`src/rtl/alu_req_arbiter.sv`:
```
// rtl/alu_req_arbiter.sv - two-requester round-robin arbiter in front of a shared fixed-latency ALU
// Responses are steered back through a LAT-deep tag pipe that mirrors the ALU latency.
module alu_req_arbiter #(
   parameter int WIDTH = 32,
   parameter int LAT   = 2
) (
   input  logic             clk,
   input  logic             rst,
   input  logic             req0_valid,
   output logic             req0_ready,
   input  logic [3:0]       req0_opcode,
   input  logic [WIDTH-1:0] req0_a,
   input  logic [WIDTH-1:0] req0_b,
   input  logic [4:0]       req0_shift,
   input  logic             req1_valid,
   output logic             req1_ready,
   input  logic [3:0]       req1_opcode,
   input  logic [WIDTH-1:0] req1_a,
   input  logic [WIDTH-1:0] req1_b,
   input  logic [4:0]       req1_shift,
   input  logic             hold,
   output logic             resp0_valid,
   output logic [WIDTH-1:0] resp0_result,
   output logic [2:0]       resp0_flags,
   output logic             resp0_err,
   output logic             resp1_valid,
   output logic [WIDTH-1:0] resp1_result,
   output logic [2:0]       resp1_flags,
   output logic             resp1_err,
   output logic [3:0]       alu_opcode,
   output logic [WIDTH-1:0] alu_input1,
   output logic [WIDTH-1:0] alu_input2,
   output logic [4:0]       alu_shiftValue,
   input  logic [WIDTH-1:0] alu_result,
   input  logic             alu_carry,
   input  logic             alu_zero,
   input  logic             alu_ovf,
   output logic [3:0]       inflight,
   output logic             idle
);

   typedef struct packed {
      logic v;
      logic id;
      logic err;
   } tag_t;

   tag_t       tag_q [LAT];
   tag_t       tag_in;
   tag_t       tag_out;
   logic       last_q, last_d;
   logic [3:0] inflight_q, inflight_d;
   logic       gnt0, gnt1, issue, rsp;
   logic [3:0] sel_opcode;

   // last_q holds the id of the most recent grant; the other side wins a tie
   always_comb begin
      gnt0 = 1'b0;
      gnt1 = 1'b0;
      if (!rst && !hold) begin
         if (req0_valid && req1_valid) begin
            if (last_q) gnt0 = 1'b1;
            else        gnt1 = 1'b1;
         end else if (req0_valid) begin
            gnt0 = 1'b1;
         end else if (req1_valid) begin
            gnt1 = 1'b1;
         end
      end
   end

   assign issue      = gnt0 | gnt1;
   assign req0_ready = gnt0;
   assign req1_ready = gnt1;
   assign sel_opcode = gnt1 ? req1_opcode : req0_opcode;

   always_comb begin
      alu_opcode     = '0;
      alu_input1     = '0;
      alu_input2     = '0;
      alu_shiftValue = '0;
      if (gnt0) begin
         alu_opcode     = req0_opcode;
         alu_input1     = req0_a;
         alu_input2     = req0_b;
         alu_shiftValue = req0_shift;
      end else if (gnt1) begin
         alu_opcode     = req1_opcode;
         alu_input1     = req1_a;
         alu_input2     = req1_b;
         alu_shiftValue = req1_shift;
      end
   end

   always_comb begin
      tag_in = '0;
      if (issue) begin
         tag_in.v   = 1'b1;
         tag_in.id  = gnt1;
         tag_in.err = (sel_opcode >= 4'd10);
      end
   end

   assign tag_out = tag_q[LAT-1];
   assign rsp     = tag_out.v && !rst;

   // Illegal opcodes return a clean zero regardless of what the ALU produced
   always_comb begin
      resp0_valid  = rsp && !tag_out.id;
      resp1_valid  = rsp &&  tag_out.id;
      resp0_err    = resp0_valid && tag_out.err;
      resp1_err    = resp1_valid && tag_out.err;
      resp0_result = '0;
      resp0_flags  = '0;
      resp1_result = '0;
      resp1_flags  = '0;
      if (resp0_valid && !tag_out.err) begin
         resp0_result = alu_result;
         resp0_flags  = {alu_ovf, alu_zero, alu_carry};
      end
      if (resp1_valid && !tag_out.err) begin
         resp1_result = alu_result;
         resp1_flags  = {alu_ovf, alu_zero, alu_carry};
      end
   end

   always_comb begin
      last_d     = issue ? gnt1 : last_q;
      inflight_d = inflight_q;
      case ({issue, rsp})
         2'b10:   inflight_d = inflight_q + 4'd1;
         2'b01:   inflight_d = inflight_q - 4'd1;
         default: inflight_d = inflight_q;
      endcase
   end

   always_ff @(posedge clk) begin
      if (rst) begin
         for (int i = 0; i < LAT; i++) tag_q[i] <= '0;
         inflight_q <= '0;
         last_q     <= 1'b1;
      end else begin
         tag_q[0] <= tag_in;
         for (int i = 1; i < LAT; i++) tag_q[i] <= tag_q[i-1];
         inflight_q <= inflight_d;
         last_q     <= last_d;
      end
   end

   assign inflight = inflight_q;
   assign idle     = (inflight_q == 4'd0);

endmodule

```
`config.mk`:
```
export PLATFORM = sky130hd
export DESIGN_NAME = alu_req_arbiter
export DESIGN_NICKNAME = d
export VERILOG_FILES = /design/src/rtl/alu_req_arbiter.sv
export SDC_FILE = /design/constraint.sdc
export NUM_CORES = 1
export LEC_CHECK = 0
export CAP_MARGIN = 0
export CORE_AREA = 4 4 130 132
export DETAILED_ROUTE_END_ITERATION = 10
export DIE_AREA = 0 0 134 136
export DONT_BUFFER_PORTS = 1
export GPL_TIMING_DRIVEN = 1
export PLACE_DENSITY = 0.36
export SKIP_LAST_GASP = 1
export SYNTH_ARGS = -nofsm -noshare
export SYNTH_HDL_FRONTEND = slang
export SYNTH_SLANG_ARGS = --single-unit
export TNS_END_PERCENT = 5
```
`constraint.sdc`:
```
create_clock -name clk -period 2.6 [get_ports clk]
set_input_delay 0.52 -clock clk [delete_from_list [all_inputs] [get_ports clk]]
set_output_delay 0.52 -clock clk [all_outputs]
set_load 0.05 [all_outputs]
```
* Word-level counts from Yosys, hierarchy flattened
Memory sizes are Yosys's and may differ from the RTL's. Cells that the tools add are included.
Cells by class: add/subtract/negate cells 2, magnitude comparators 1, eq/ne operators 2, mux-type cells 29, bitwise operators 3, reduce and logical (&&, ||, !) cells 15
Operators with widths (number):
- $mux W32 | 6
- $mux W3 | 5
- $mux W1 | 12
- $mux W4 | 3
- $mux W5 | 2
- $logic_and A1 B1 Y1 | 9
- $pmux W4 S2 | 1
- $add A4 B1 Y4 const B | 1
- $ge A4 B4 Y1 const B | 1
- $logic_not A1 Y1 | 4
- $logic_not A4 Y1 | 1
- $sub A4 B1 Y4 const B | 1
- $or A1 B1 Y1 | 3
- $eq A2 B1 Y1 const B | 1
- $eq A2 B2 Y1 const B | 1
- $reduce_bool A2 Y1 | 1
Storage, ports and cells: flip-flop bits (word level) 5, RAM bits 6, input bits 186, output and inout port bits 154, word-level logic and storage cells 55, memories kept 1
Memory list:
- tag_q | depth 2, bits a word 3, read ports 2, clocked after memory_dff 0, write ports 2, line 48 | tag_t tag_q [LAT];

* Longest topological paths before layout
Gate-level depths: netlist (run 1).
depth in word-level cells 8, mapped depth 11, depth with buffers taken out 10

* Worst setup path before layout (run 1)
No wires, ideal clock.
kind input to output, start point input port rst, end point output port resp0_result[10], data arrival time 2.414 ns, required time 2.080 ns, path slack -0.334 ns, cell stages on the path 5, path buffers 1, cell sequence nor2b_1 > nor2b_1 > and2b_1 > buf_2 > and2_1
Between the ends: longest elaborated chain between the ends 5
RTL lines:
- start, declared | line 8 | input logic rst,
- $logic_not A1 Y1 | line 105 | assign rsp = tag_out.v && !rst;
- $logic_and A1 B1 Y1 | line 105
- $logic_and A1 B1 Y1 | line 109 | resp0_valid = rsp && !tag_out.id;
- net resp0_valid | line 22 | output logic resp0_valid,
- $logic_and A1 B1 Y1 | line 117 | if (resp0_valid && !tag_out.err) begin
- $mux W32 | line 117
- end, declared | line 23 | output logic [WIDTH-1:0] resp0_result,
The timed path passes the listed nets, and every way through them passes these cells.

==> impl_metrics.py, run 1 <==
metrics = {
    "clock_tree": {
        "cts_setup_buffers": 0,
        "insertion_delay_ns": 0.24,
        "clk_pin_slew_ns": 0.04,
        "cts.sinks": 11,
        "htreeDepth": 1,
        "cts_root_buf": "clkbuf_16",
        "ctsResizeCount": 0,
        "cts_buffers": 3,
        "clockBufferDepth": 2,
        "cts_tree": "yes",
        "hold_buffers": 0,
    },
    "drt": {
        "via_per_inst": 4.20,
        "wl_mm": 11.6,
        "drc_errors": 0,
        "ant_nets": 0,
        "first_pass_iters": 4,
        "via_count": 2403,
        "routedWlPerCell_um": 20.3,
        "drt_iter0_drc": 44,
    },
    "power_and_ir_drop": {
        "p_leak_nw": 1.90,
        "max-vdd-ir-drop_mv": 0.174,
        "p_per_area_nw_per_um2": 227,
    },
    "setup_path": {
        "path_class": "reg2out",
        "crit_chain": "nor2b_1 -> nor2b_4 -> and2b_1 -> buf_4 -> and2_1 -> buf_12",
        "critPathTopFamily": "simple AND/OR/NAND/NOR gates",
        "cp_max_fo": 35,
        "crit_buf_inv": 2,
        "critPathMaxStageDelay_ns": 0.30,
        "crit_slowest_cell": "nor2b_1",
        "start_kind": "flip-flop",
        "crit_arrival_ns": 1.82,
        "required_ns": 2.08,
        "timing.critical_path.to_type": "output port",
    },
    "cells_and_area": {
        "area_delta_synth_final_pct": 156,
        "final_util_pct": 29.4,
        "antenna_cells": 0,
        "fin_nets": 546,
        "fillers": 1624,
        "final_cell_area_um2": 4620,
        "stdcell_count": 572,
        "drive_gt1_share_pct": 44.4,
    },
    "placed_design": {
        "dp_hpwl_mm": 10.6,
        "place_inst": 568,
        "portBuffers": 0,
        "dpl-instance-area_um2": 4550,
        "finalWeightedCongestion": 0.856,
    },
    "synthesis": {
        "synth_area_um2": 1800,
        "syn_nets": 417,
        "synth_top_area_share_pct": 35.5,
        "synth.yosys.seq_area_share_pct": 12.2,
        "synth.avg_cell_area_um2": 7.91,
        "synth_area_leaders": "a22o_1 (35%), and2_1 (25%), dfxtp_1 (12%), buf_2 (4.7%), buf_6 (3.7%)",
        "yosys_warnings": 0,
        "yosysTopAreaCell": "a22o_1",
        "synth-seq-cells": 11,
        "synth.distinct_cells": 31,
        "synthCells": 228,
    },
    "timing": {
        "fin_setup_tns_ns": 0,
        "setup_viol": 0,
        "period_share_pct": 89.9,
        "clock_skew_ns": 0.00217,
        "rsz0062_at_grt": "no",
        "fmax_mhz": 428,
        "worstMarginPinSlew_ns": 0.671,
        "hold_viol_final": 0,
        "post-route-min-period_ns": 2.34,
        "timing.hold.ws_ns": 0.344,
        "maxSlewViolCount": 0,
        "slew-limit-headroom_pct": 55.2,
    },
    "floorplanning": {
        "die-area_um2": 18200,
        "rows": 46,
        "die_w_um": 134,
        "ioPinCount": 340,
        "core-area_um2": 15700,
        "die_y_um": 136,
        "start_util_pct": 11.5,
    },
    "grt": {
        "antenna_found_initial": 0,
        "grt_usage_pct": 11.6,
        "grt_pass1_wl_mm": 16.3,
        "grt_max_degree": 77,
        "grt-ovfl-total": 0,
        "grt_pass1_vias": 2446,
    },
    "run": {
        "drv_cap": 0,
    },
    "min_path": {
        "min_path_type": "in2reg",
    },
    "run_status": {
        "outcome": "completed",
    },
}
## worst register-to-register path, stage by stage (launching register included)
cell and delay, ns:
dfxtp_1 0.29, nor2b_1 0.30, ha_1 0.36, nand2_1 0.10, mux2_2 0.26, o41ai_1 0.32, mux2_1 0.35
## power breakdown
group	switching (mW)	leakage [nW]	internal, mW
Combinational	0.346	1.77	0.240
Clock	0.0760	0.0382	0.206
Sequential	0.00633	0.0898	0.177
Total	0.429	1.90	0.623
## worst paths after layout
path | from | end | slack (ns) | depth (start not counted)
setup reg to reg | tag_q[0][5] | inflight[3] | 0.52 | 6
hold reg to reg | tag_q[0][2] | tag_q[0][5] | 0.44 | 1
setup / recovery | tag_q[0][5] | resp0_result[9] | 0.26 | 6
hold / removal | rst | inflight[2] | 0.34 | 1
## layout by cell type, fill, tap and decap left out, types with 2 or more instances in the layout
master and instances:
buf_12 120, buf_4 29, and2_1 72, nor2b_1 6, mux2i_1 2, a22o_1 73
dfxtp_1 11, clkbuf_16 3, nand2b_1 2, and3_1 2, nand2_1 2, and3_2 2
xor2_1 3, a21oi_1 2, and2b_1 2, ha_1 3, nor2_1 6
## flip-flops by register name (all words and copies together), names as in the netlist
| register | cells |
|---|---|
| tag_q | 6 |
| inflight | 4 |
| last_q | 1 |
## stage by stage
step | total power [mW] | setup slack (ns)
6_report | 1.05 | 0.264
3_5_place_dp | 0.775 | 0.261
4_1_cts | 1.06 | 0.202
5_1_grt | 1.08 | 0.105
2_1_floorplan | 0.540 | -0.0476
3_3_place_gp | 0.771 | 0.276
## routing by layer
layer / routed length [um] / GRT usage [%] / vias to the layer above / part of all wire [%]
met4: 45 / 1.03 / 0 / 0.39
li1: - / - / 1096 / -
met5: 0 / 0 / - / 0
met2: 5850 / 21.8 / 214 / 50
met3: 1550 / 4.26 / 5 / 13
met1: 4180 / 13.1 / 1088 / 36
## kinds of logic after synthesis
logic type      count (synthesis)  share of synthesized area [%]
flops                          11                           12.2
mux                             4                           2.36
buf+inv                        26                           9.30
simple gates                  100                           33.8
compound gates                 81                           38.8
xor+xnor                        3                           1.46
fa+ha+maj                       3                           2.08
## cell usage after synthesis
cell type / n
a32o_1: 1
a221o_1: 1
and2_1: 72
or3_1: 1
ha_1: 3
buf_4: 1
mux2_2: 1
nor4_1: 1
buf_2: 17
dfxtp_1: 11
nand2_1: 2
nor2b_1: 7
mux2i_1: 2
a22o_1: 73
clkbuf_1: 1
o21a_1: 1
o41ai_1: 1
nor3_1: 1
buf_6: 6
a21oi_1: 2
nor2_2: 1
xor2_1: 3
mux2_1: 1
nor2_1: 6
and2b_1: 2
inv_1: 1
a41oi_1: 1
and3_1: 4
nand2b_1: 2
nor4b_1: 1
o21ai_0: 1
## area by class of cell
type / instances / area (um^2) / share of cell area [%]
clock buffers: 4 / 78.8 / 1.70
inverters: 1 / 3.75 / 0.0812
multi-input cells: 191 / 1430 / 31.0
flip-flops and latches: 11 / 220 / 4.76
well taps: 216 / 270 / 5.84
repair buffers: 149 / 2620 / 56.7
No activity file was read; power rests on OpenSTA's default activity.
==> inputs of run 2 (changes only) <==
==> constraint.sdc (replaced) <==
create_clock -name clk -period 2.6 [get_ports clk]
set_input_delay 0.52 -clock clk [delete_from_list [all_inputs] [get_ports clk]]
set_output_delay 0.52 -clock clk [all_outputs]
set_load 0.1 [all_outputs]
==> run 2 against run 1 <==
  * Largest power group unchanged
  * Combinational power is 53% higher
  * Power grew 29%
  * Routed wire length rose by 7.6%
  * Via count rose by 2.0%
  * Cell count up 1.6%
==> impl_metrics.py, run 2 (same netlist as run 1, synthesis figures left out) <==
metrics = {
    "clock_tree": {
        "cts.sinks": 11,
        "htreeDepth": 1,
        "cts_root_buf": "clkbuf_16",
        "clk_pin_slew_ns": 0.04,
        "ctsResizeCount": 0,
        "cts_buffers": 3,
        "cts_setup_buffers": 0,
        "insertion_delay_ns": 0.23,
        "clockBufferDepth": 2,
        "hold_buffers": 0,
        "cts_tree": "yes",
    },
    "timing": {
        "timing.hold.ws_ns": 0.356,
        "maxSlewViolCount": 0,
        "slew-limit-headroom_pct": 68.8,
        "hold_viol_final": 0,
        "clock_skew_ns": 0.00417,
        "setup_viol": 0,
        "worstMarginPinSlew_ns": 0.469,
        "period_share_pct": 92.6,
        "fmax_mhz": 415,
        "rsz0062_at_grt": "no",
        "post-route-min-period_ns": 2.41,
    },
    "setup_path": {
        "cp_max_fo": 44,
        "crit_arrival_ns": 1.89,
        "timing.critical_path.to_type": "output port",
        "start_kind": "input pin",
        "path_class": "in2out",
        "required_ns": 2.08,
    },
    "cells_and_area": {
        "antenna_cells": 0,
        "largest_register": "tag_q",
        "final_cell_area_um2": 5000,
        "fillers": 1599,
        "largest_register_ffs": 6,
        "layout_common_cells": "buf_12 (142), a22o_1 (73), and2_1 (66)",
        "final_common_cell": "buf_12",
        "drive_gt1_share_pct": 47.9,
        "fin_nets": 555,
        "area_delta_synth_final_pct": 177,
    },
    "drt": {
        "ant_nets": 0,
        "via_count": 2452,
        "via_per_inst": 4.22,
        "routedWlPerCell_um": 21.6,
        "drc_errors": 0,
        "drt_iter0_drc": 60,
        "wl_mm": 12.5,
        "first_pass_iters": 4,
    },
    "placed_design": {
        "portBuffers": 0,
        "dpl-instance-area_um2": 4920,
        "finalWeightedCongestion": 0.777,
        "dp_hpwl_mm": 11.5,
    },
    "floorplanning": {
        "ioPinCount": 340,
        "die-area_um2": 18200,
        "rows": 46,
        "core-area_um2": 15700,
        "start_util_pct": 11.5,
        "die_w_um": 134,
        "die_y_um": 136,
    },
    "grt": {
        "grt_pass1_wl_mm": 16.9,
        "antenna_found_initial": 1,
        "grt_pass1_vias": 2523,
        "grt_usage_pct": 12.2,
        "grt-ovfl-total": 0,
        "grt_max_degree": 50,
    },
    "run_status": {
        "outcome": "completed",
    },
    "run": {
        "drv_cap": 0,
    },
    "min_path": {
        "min_path_type": "in2reg",
    },
    "power_and_ir_drop": {
        "p_per_area_nw_per_um2": 272,
        "max-vdd-ir-drop_mv": 0.128,
        "p_leak_nw": 2.02,
    },
}
run 2: changes by cell type in the layout (fill, tap and decap cells not counted), sizes merged:
cell	delta
buf	+9
run 2: power breakdown:
part / total [mW] / internal (mW) / switching (mW) / leakage, nW
registers: 0.185 / 0.177 / 0.00806 / 0.0898
logic: 0.900 / 0.291 / 0.609 / 1.89
clock network: 0.274 / 0.205 / 0.0690 / 0.0382
run 2: worst paths after layout:
check                   endpoint  slack, ns  depth (start not counted)        start
setup / recovery  alu_input2[19]       0.19                          5          rst
hold / removal       inflight[0]       0.36                          1          rst
setup reg to reg     inflight[3]       0.68                          6  tag_q[0][5]
hold reg to reg      tag_q[0][3]       0.44                          1  tag_q[0][0]
run 2: per-stage QoR:
step	setup TNS (ns)	worst slack (ns)	utilization, %	power, mW	cells
after global routing	0	0.0861	31.8	1.40	581
after CTS	0	0.143	31.8	1.37	581
after floorplan	-24.56	-0.371	-	0.797	228
after global placement	0	0.189	31.3	1.09	577
after detailed placement	0	0.147	31.3	1.09	577
final	0	0.192	31.8	1.36	581
run 2: critical path, stage by stage:
cell and delay, ns:
nor2_2 0.15, and3_4 0.43, buf_12 0.26, a22o_1 0.29
buf_12 0.21
run 2: layer usage:
layer | GRT usage [%] | wire, um
met1 | 14.1 | 4610
met2 | 22.0 | 6290
met3 | 4.85 | 1580
met4 | 1.03 | 28
met5 | 0 | 13
run 2: layout make-up:
cell class	count	area, um^2	area share, %
clock buffer	4	78.8	1.58
tap	216	270	5.41
timing repair buffer	158	2960	59.3
multi-input combinational	191	1460	29.2
inverter	1	3.75	0.0751
sequential	11	220	4.41
==> inputs of run 3 (changes only) <==
--- a/config.mk
+++ b/config.mk
@@ -5,6 +5,7 @@
 export SDC_FILE = /design/constraint.sdc
 export NUM_CORES = 1
 export LEC_CHECK = 0
+export ABC_CLOCK_PERIOD_IN_PS = 2600
 export CAP_MARGIN = 0
 export CORE_AREA = 4 4 130 132
 export DETAILED_ROUTE_END_ITERATION = 10
@@ -12,7 +13,6 @@
 export DONT_BUFFER_PORTS = 1
 export GPL_TIMING_DRIVEN = 1
 export PLACE_DENSITY = 0.36
-export SKIP_LAST_GASP = 1
 export SYNTH_ARGS = -nofsm -noshare
 export SYNTH_HDL_FRONTEND = slang
 export SYNTH_SLANG_ARGS = --single-unit
==> results of run 3 <==
The final DEF is identical to that of run 2; final timing and power are the same.
